===== src/rtl/spi_byte_engine.sv =====
// SPI byte shifter driven by extension ctrl-write events. It shifts one byte out
// on MOSI (MSB first, mode 0) while capturing MISO, and returns RDATA and BUSY.
//
// state   | meaning
// --------+--------------------------------------------------------------
// ST_IDLE | no transfer; selects are applied immediately
// ST_LOW  | SCK low phase, MOSI holds the current bit
// ST_HIGH | SCK high phase, MISO bit already captured
// ST_DONE | one-cycle settle after the last falling edge; BUSY already low
module spi_byte_engine #(
  parameter int         CLKDIV = 1,
  parameter logic [3:0] DEV    = 4'hE
) (
  input  logic        CLK,
  input  logic        RST,
  input  logic        CTRL_STB,
  input  logic [15:0] CTRL_ADDR,
  input  logic [2:0]  MISO,
  output logic        MOSI,
  output logic        SCK,
  output logic [1:0]  nSS,
  output logic [7:0]  RDATA,
  output logic        BUSY
);

  localparam int             DW     = $clog2(CLKDIV) + 1;
  localparam logic [DW-1:0]  DIV_TC = DW'(CLKDIV - 1);

  typedef enum logic [1:0] {ST_IDLE, ST_LOW, ST_HIGH, ST_DONE} state_t;

  state_t        state_q, state_d;
  logic [DW-1:0] div_q, div_d;
  logic [3:0]    bits_q, bits_d;
  logic [7:0]    tx_q, tx_d, rx_q, rx_d, rdata_d;
  logic [1:0]    pend_q, pend_d, nss_d;
  logic          pend_vld_q, pend_vld_d;
  logic          sck_d, mosi_d, busy_d;
  logic          do_abort, do_sel, do_start, div_tc, last_edge, misox;

  assign do_abort  = CTRL_STB && (CTRL_ADDR[7:0] == 8'h7F);
  assign do_sel    = CTRL_STB && !do_abort && (CTRL_ADDR[3:2] != 2'b00);
  assign do_start  = CTRL_STB && !do_abort && (CTRL_ADDR[3:2] == 2'b00) &&
                     (CTRL_ADDR[7:4] == DEV) && !BUSY;
  assign div_tc    = (div_q == DIV_TC);
  assign last_edge = (state_q == ST_HIGH) && div_tc && (bits_q == 4'd8);
  // Device 2 is the fallback input, selected when neither nSS line is active.
  assign misox = (MISO[0] & ~nSS[0]) | (MISO[1] & ~nSS[1]) | (MISO[2] & nSS[0] & nSS[1]);

  always_ff @(posedge CLK) begin
    if (RST) begin
      state_q    <= ST_IDLE;
      div_q      <= '0;
      bits_q     <= '0;
      tx_q       <= '0;
      rx_q       <= '0;
      pend_q     <= '0;
      pend_vld_q <= 1'b0;
      SCK        <= 1'b0;
      MOSI       <= 1'b0;
      nSS        <= 2'b11;
      RDATA      <= 8'h00;
      BUSY       <= 1'b0;
    end else begin
      state_q    <= state_d;
      div_q      <= div_d;
      bits_q     <= bits_d;
      tx_q       <= tx_d;
      rx_q       <= rx_d;
      pend_q     <= pend_d;
      pend_vld_q <= pend_vld_d;
      SCK        <= sck_d;
      MOSI       <= mosi_d;
      nSS        <= nss_d;
      RDATA      <= rdata_d;
      BUSY       <= busy_d;
    end
  end

  always_comb begin
    state_d = state_q;
    case (state_q)
      ST_IDLE, ST_DONE: state_d = do_start ? ST_LOW : ST_IDLE;
      ST_LOW:           if (div_tc) state_d = ST_HIGH;
      ST_HIGH:          if (div_tc) state_d = (bits_q == 4'd8) ? ST_DONE : ST_LOW;
      default:          state_d = ST_IDLE;
    endcase
    if (do_abort) state_d = ST_IDLE;
  end

  always_comb begin
    div_d      = div_q;
    bits_d     = bits_q;
    tx_d       = tx_q;
    rx_d       = rx_q;
    rdata_d    = RDATA;
    nss_d      = nSS;
    pend_d     = pend_q;
    pend_vld_d = pend_vld_q;
    sck_d      = SCK;
    mosi_d     = MOSI;
    busy_d     = BUSY;
    case (state_q)
      ST_IDLE, ST_DONE: begin
        if (do_start) begin
          busy_d = 1'b1;
          sck_d  = 1'b0;
          mosi_d = CTRL_ADDR[15];
          tx_d   = CTRL_ADDR[15:8];
          bits_d = 4'd0;
          div_d  = '0;
        end
      end
      ST_LOW: begin
        if (div_tc) begin
          sck_d  = 1'b1;
          rx_d   = {rx_q[6:0], misox};
          bits_d = bits_q + 4'd1;
          div_d  = '0;
        end else begin
          div_d = div_q + 1'b1;
        end
      end
      ST_HIGH: begin
        if (div_tc) begin
          sck_d = 1'b0;
          div_d = '0;
          if (bits_q == 4'd8) begin
            busy_d     = 1'b0;
            mosi_d     = 1'b0;
            rdata_d    = rx_q;
            pend_vld_d = 1'b0;
            if (pend_vld_q) nss_d = pend_q;
          end else begin
            tx_d   = {tx_q[6:0], 1'b0};
            mosi_d = tx_q[6];
          end
        end else begin
          div_d = div_q + 1'b1;
        end
      end
      default: ;
    endcase
    // A select arriving on the final edge is newer than anything pending, so it wins.
    if (do_sel) begin
      if (BUSY && !last_edge) begin
        pend_d     = CTRL_ADDR[3:2];
        pend_vld_d = 1'b1;
      end else begin
        nss_d = CTRL_ADDR[3:2];
      end
    end
    if (do_abort) begin
      sck_d      = 1'b0;
      mosi_d     = 1'b0;
      nss_d      = 2'b11;
      busy_d     = 1'b0;
      pend_d     = '0;
      pend_vld_d = 1'b0;
      bits_d     = 4'd0;
      div_d      = '0;
    end
  end

endmodule


===== config.mk =====
export PLATFORM = sky130hd
export DESIGN_NAME = spi_byte_engine
export DESIGN_NICKNAME = d
export VERILOG_FILES = /design/src/rtl/spi_byte_engine.sv
export SDC_FILE = /design/constraint.sdc
export NUM_CORES = 1
export LEC_CHECK = 0
export ABC_AREA = 1
export BUFFER_PORTS_ARGS = -buffer_cell sky130_fd_sc_hd__buf_4
export CAP_MARGIN = 40
export CORE_MARGIN = 3
export CORE_UTILIZATION = 45
export DETAILED_ROUTE_END_ITERATION = 7
export HOLD_SLACK_MARGIN = 0.02
export PLACE_DENSITY = 0.65
export RECOVER_POWER = 50
export SLEW_MARGIN = 20
export SYNTH_ARGS = -nofsm -noshare
export SYNTH_HDL_FRONTEND = slang
export SYNTH_SLANG_ARGS = --single-unit

===== constraint.sdc =====
create_clock -name CLK -period 2.2 [get_ports CLK]
set_input_delay 0 -clock CLK [delete_from_list [all_inputs] [get_ports CLK]]
set_output_delay 0 -clock CLK [all_outputs]
set_load 0.01 [all_outputs]

# == Word level (Yosys, flattened, before mapping) ==
# Cells that the tools add are included.
# W data, S select, Z words.
# totals
regBits,38
input_bits,22
out_inout_bits,13
elab_cells,100
# op_classes
add_sub_neg,2
eq_ne,11
mux,37
bitwise_logic,9
n_reduce_logical,29
# op_table
op,count
$mux W7,3
$mux W2,9
$mux W1,16
$pmux W7 S2,1
$reduce_and A3 Y1,4
$logic_and A1 B1 Y1,9
$eq A4 B4 Y1 const B,2
$eq A8 B7 Y1 const B,1
$mux W4,2
$ne A2 B2 Y1 const B,4
$pmux W4 S2,1
$reduce_and A4 Y1,2
$pmux W1 S2,3
$pmux W2 S3,1
$reduce_and A2 Y1,3
$reduce_bool A2 Y1,3
$reduce_or A2 Y1,3
$add A4 B1 Y4 const B,1
$and A1 B1 Y1,4
$eq A2 B2 Y1 const B,2
$logic_not A2 Y1,2
$logic_not A1 Y1,3
$not A1 Y1,3
$pmux W1 S3,1
4 further kinds,5

# == Depth between registers and ports, before layout ==
# depth
ltp_word,9
mapped_depth,11
ltp_nobuf,10

# == Worst setup path after synthesis ==
# OpenSTA, ideal clock, no wires.
# synth_path
path_type,register -> register
start,reg state_q[0]
end,reg tx_q[3]
setup_time_ns,0.115
t_arrival_ns,1.294
required_ns,2.085
path_slack_ns,0.791
path_stages_with_launch,10
n_path_buf,1
period_less_slack_ns,1.409
path_cell_list,dfxtp_1 > inv_1 > ha_1 > inv_1 > nand2_4 > nand2_2 > inv_4 > buf_8 > a21oi_1 > nor2_1
# synth_via
elab_chain_cells,4
word_cells_on_any_way,10
classes_between,eq/ne (5); mux (1); reduce/logical (4)
# synth_rtl
element,line_no,rtl
from (decl),31,"state_t state_q, state_d;"
from (signal assigned),64,state_q <= state_d;
$eq A2 B2 Y1 / $logic_not A2 Y1 (equally long branches),102,case (state_q)
$reduce_or A2 Y1,102,
$ne A2 B2 Y1 (no line) / $reduce_bool A2 Y1 (equally long branches),-,
$reduce_and A4 Y1 (no line),-,
to (signal assigned),67,tx_q <= tx_d;
to (decl),34,"logic [7:0] tx_q, tx_d, rx_q, rx_d, rdata_d;"
# Several ways; a longest one is shown, not always the timed one.
# A chain may end at the register's enable or synchronous reset.

==> results.txt <==
initial antenna violation count - 0
#FFs+latches synth - 37
Syn Inst Count - 248
CTS root buf - clkbuf_8
count of final setup violators - 0
measured slew at the worst slew-check pin - 0.497 ns
worst path required time - 2.43 ns
post-synth cell types - 31
min cycle time layout - 1.81 ns
Clk pin slew, worst setup/hold paths - 0.07 ns
Startpoint Class - input port
Worst setup EP type - flip-flop
Post-DRT Antenna Nets - 0
Cell Chain, Critical Path - dlygate4sd3_1 > clkbuf_1 > inv_1 > o21ai_0 > a31oi_1 > dlygate4sd3_1
Crit path top cell by count - dlygate4sd3_1
# clock sinks - 37
Critical path buffers and inverters - 4
Cell Pwr Density - 617 nW/um^2
Max FO, Critical Path - 16
Synth top cells by count - 57 x nand2_1, 42 x nor2_1, 37 x dfxtp_1, 22 x inv_1, 21 x nand3_1
Placed Area - 2080 sq um
drt via density - 4.73
hpwl dp - 2590 um
final net count - 314
Ys Warns - 0
crit-path max cell delay - 0.55 ns
Clock Latency Late Sink - 0.29 ns
CP Class - input port to flip-flop
drt wl/cell - 10.8 um
post-CTS setup buffers - 0
routed wl met2 - 1650 um
final instance area - 2180 sq um
vias in the first global route - 1460
Hold Crit Class - input port to flip-flop
final antenna diode count - 0
share of cells above drive strength 1 - 0.160
Leak - 0.961 nW
clock buffer depth - 2
final WL - 3620 um
asr flop ratio synth - 0
Die H - 69.5 um
CORE AREA - 3770 sq um
die width - 69.5 um
global-route wire length before repair - 6320 um
Net Count, Synth - 274
DRC errors left - 0
CP delay by family, top - buffers and inverters
Fin Setup TNS - 0 ns
Peak VDD IR - 0.330 mV
top-count cell post-synth - nand2_1
die area - 4840 sq um
CTS buffer count - 5
Clock Skew - 0.00569 ns
Max Clk Rate - 0.552 GHz
DRT iter0 DRCs - 106
largest area contributor in the netlist - dfxtp_1
Max Slew Vio Count - 0
Arr. time, crit path - 2.04 ns
ys flop type - dfxtp_1
IO Pins - 35
DR top layer - met4
Mapped Avg Cell Area - 7.33 sq um
status - completed
PortBufs - 34
Max Cap Viol - 0
RSZ-0062 raised after global routing - no
gr usage total - 0.159
post-synth top area share - 0.408
CTS resizes - 0
Worst slew margin - 0.668
post-cts hold buffer count - 5
period utilization - 0.823
Initial Utilization - 0.482
Congestion Overflow GR - 0
Post-synth EDFFs - 0
Synth Cell Area - 1820 sq um
1st-pass router iterations - 4
Area Growth Syn to Fin - 19.9%
Rows - 22
wire length on met1 - 1760 um
GP Congestion - 0.797
largest net degree at the start of global routing - 21
CTS tree - yes
Crit-path slowest cell - dlygate4sd3_1
post-synthesis sequential area ratio - 0.408
hold violation total from the final report - 0
DR vias - 1590
largest cells by area after synthesis - dfxtp_1 41%, nand2_1 12%, nor2_1 8.7%
final hold slack - 0.0472 ns
# H-tree levels - 2
met3 wire len - 162 um
## metrics by stage
step                 util  instances  worst slack, ns  total power [mW]
detailed placement  0.551        324            0.662             0.793
global placement    0.551        324            0.671             0.793
CTS                 0.592        336            0.468              1.36
finish              0.578        336            0.389              1.34
floorplan               -        248            0.791             0.749
global route        0.578        336            0.209              1.40
## cell type report
type                    count  area (sq um)
inverters                  28           113
flip-flops and latches     37           741
repair buffers             41           268
fillers                   364          1590
multi-input cells         175           893
clock buffers               5          68.8
well taps                  48          60.1
clock inverters             2          35.0
## routing by layer
layer,global-route usage,vias to the layer above
li1,-,861
met1,0.206,699
met2,0.251,25
met3,0.0551,5
met4,0.0456,0
met5,0,-
## flip-flops by register name, summed over array words and instances (netlist names)
signal      count
pend_q          2
pend_vld_q      1
nSS             2
rx_q            8
bits_q          4
SCK             1
MOSI            1
BUSY            1
state_q         2
RDATA           8
tx_q            7
## worst reg2reg max path, delay by kind of cell (launching register included)
family	cells	cell delay, ns
AOI/OAI and AO/OA	2	0.27
DFF	1	0.32
adders and majority gates	1	0.15
buffers and inverters	3	0.82
## layout by cell type, fill, tap and decap left out, types with 2 or more instances in the layout
cell,instances
clkbuf_8,5
ha_1,4
a21oi_2,2
mux2i_1,6
nand2_4,2
nor2_1,42
nand2_2,3
clkbuf_1,14
xor2_1,2
inv_2,2
nand2_1,57
o21ai_0,8
buf_4,22
dfxtp_1,37
a21oi_1,19
inv_1,23
nand3_1,21
dlygate4sd3_1,5
## final timing paths
| kind | from | to | slack [ns] | cells after the start |
|---|---|---|---|---|
| hold reg to reg | rx_q[7] | RDATA[7] | 0.46 | 2 |
| hold / removal | CTRL_ADDR[8] | tx_q[0] | 0.05 | 5 |
| setup / recovery | RST | rx_q[0] | 0.39 | 6 |
| setup reg to reg | state_q[1] | rx_q[0] | 0.53 | 6 |
## kinds of logic (layout without fill, tap and decap cells)
logic type	after synthesis	in the layout	synth area share
DFF	37	37	0.408
AOI/OAI and AO/OA	32	32	0.101
buffers and inverters	36	76	0.101
and+or+nand+nor	131	131	0.321
adders and majority gates	4	4	0.0275
muxes	6	6	0.0331
xor gates and xnor gates	2	2	0.00964
## power breakdown
part	switching [mW]	total, mW	internal, mW
clock network	0.236	0.565	0.329
registers	0.00558	0.683	0.677
logic	0.0488	0.0967	0.0479
Power figures use the tool's default switching activity.
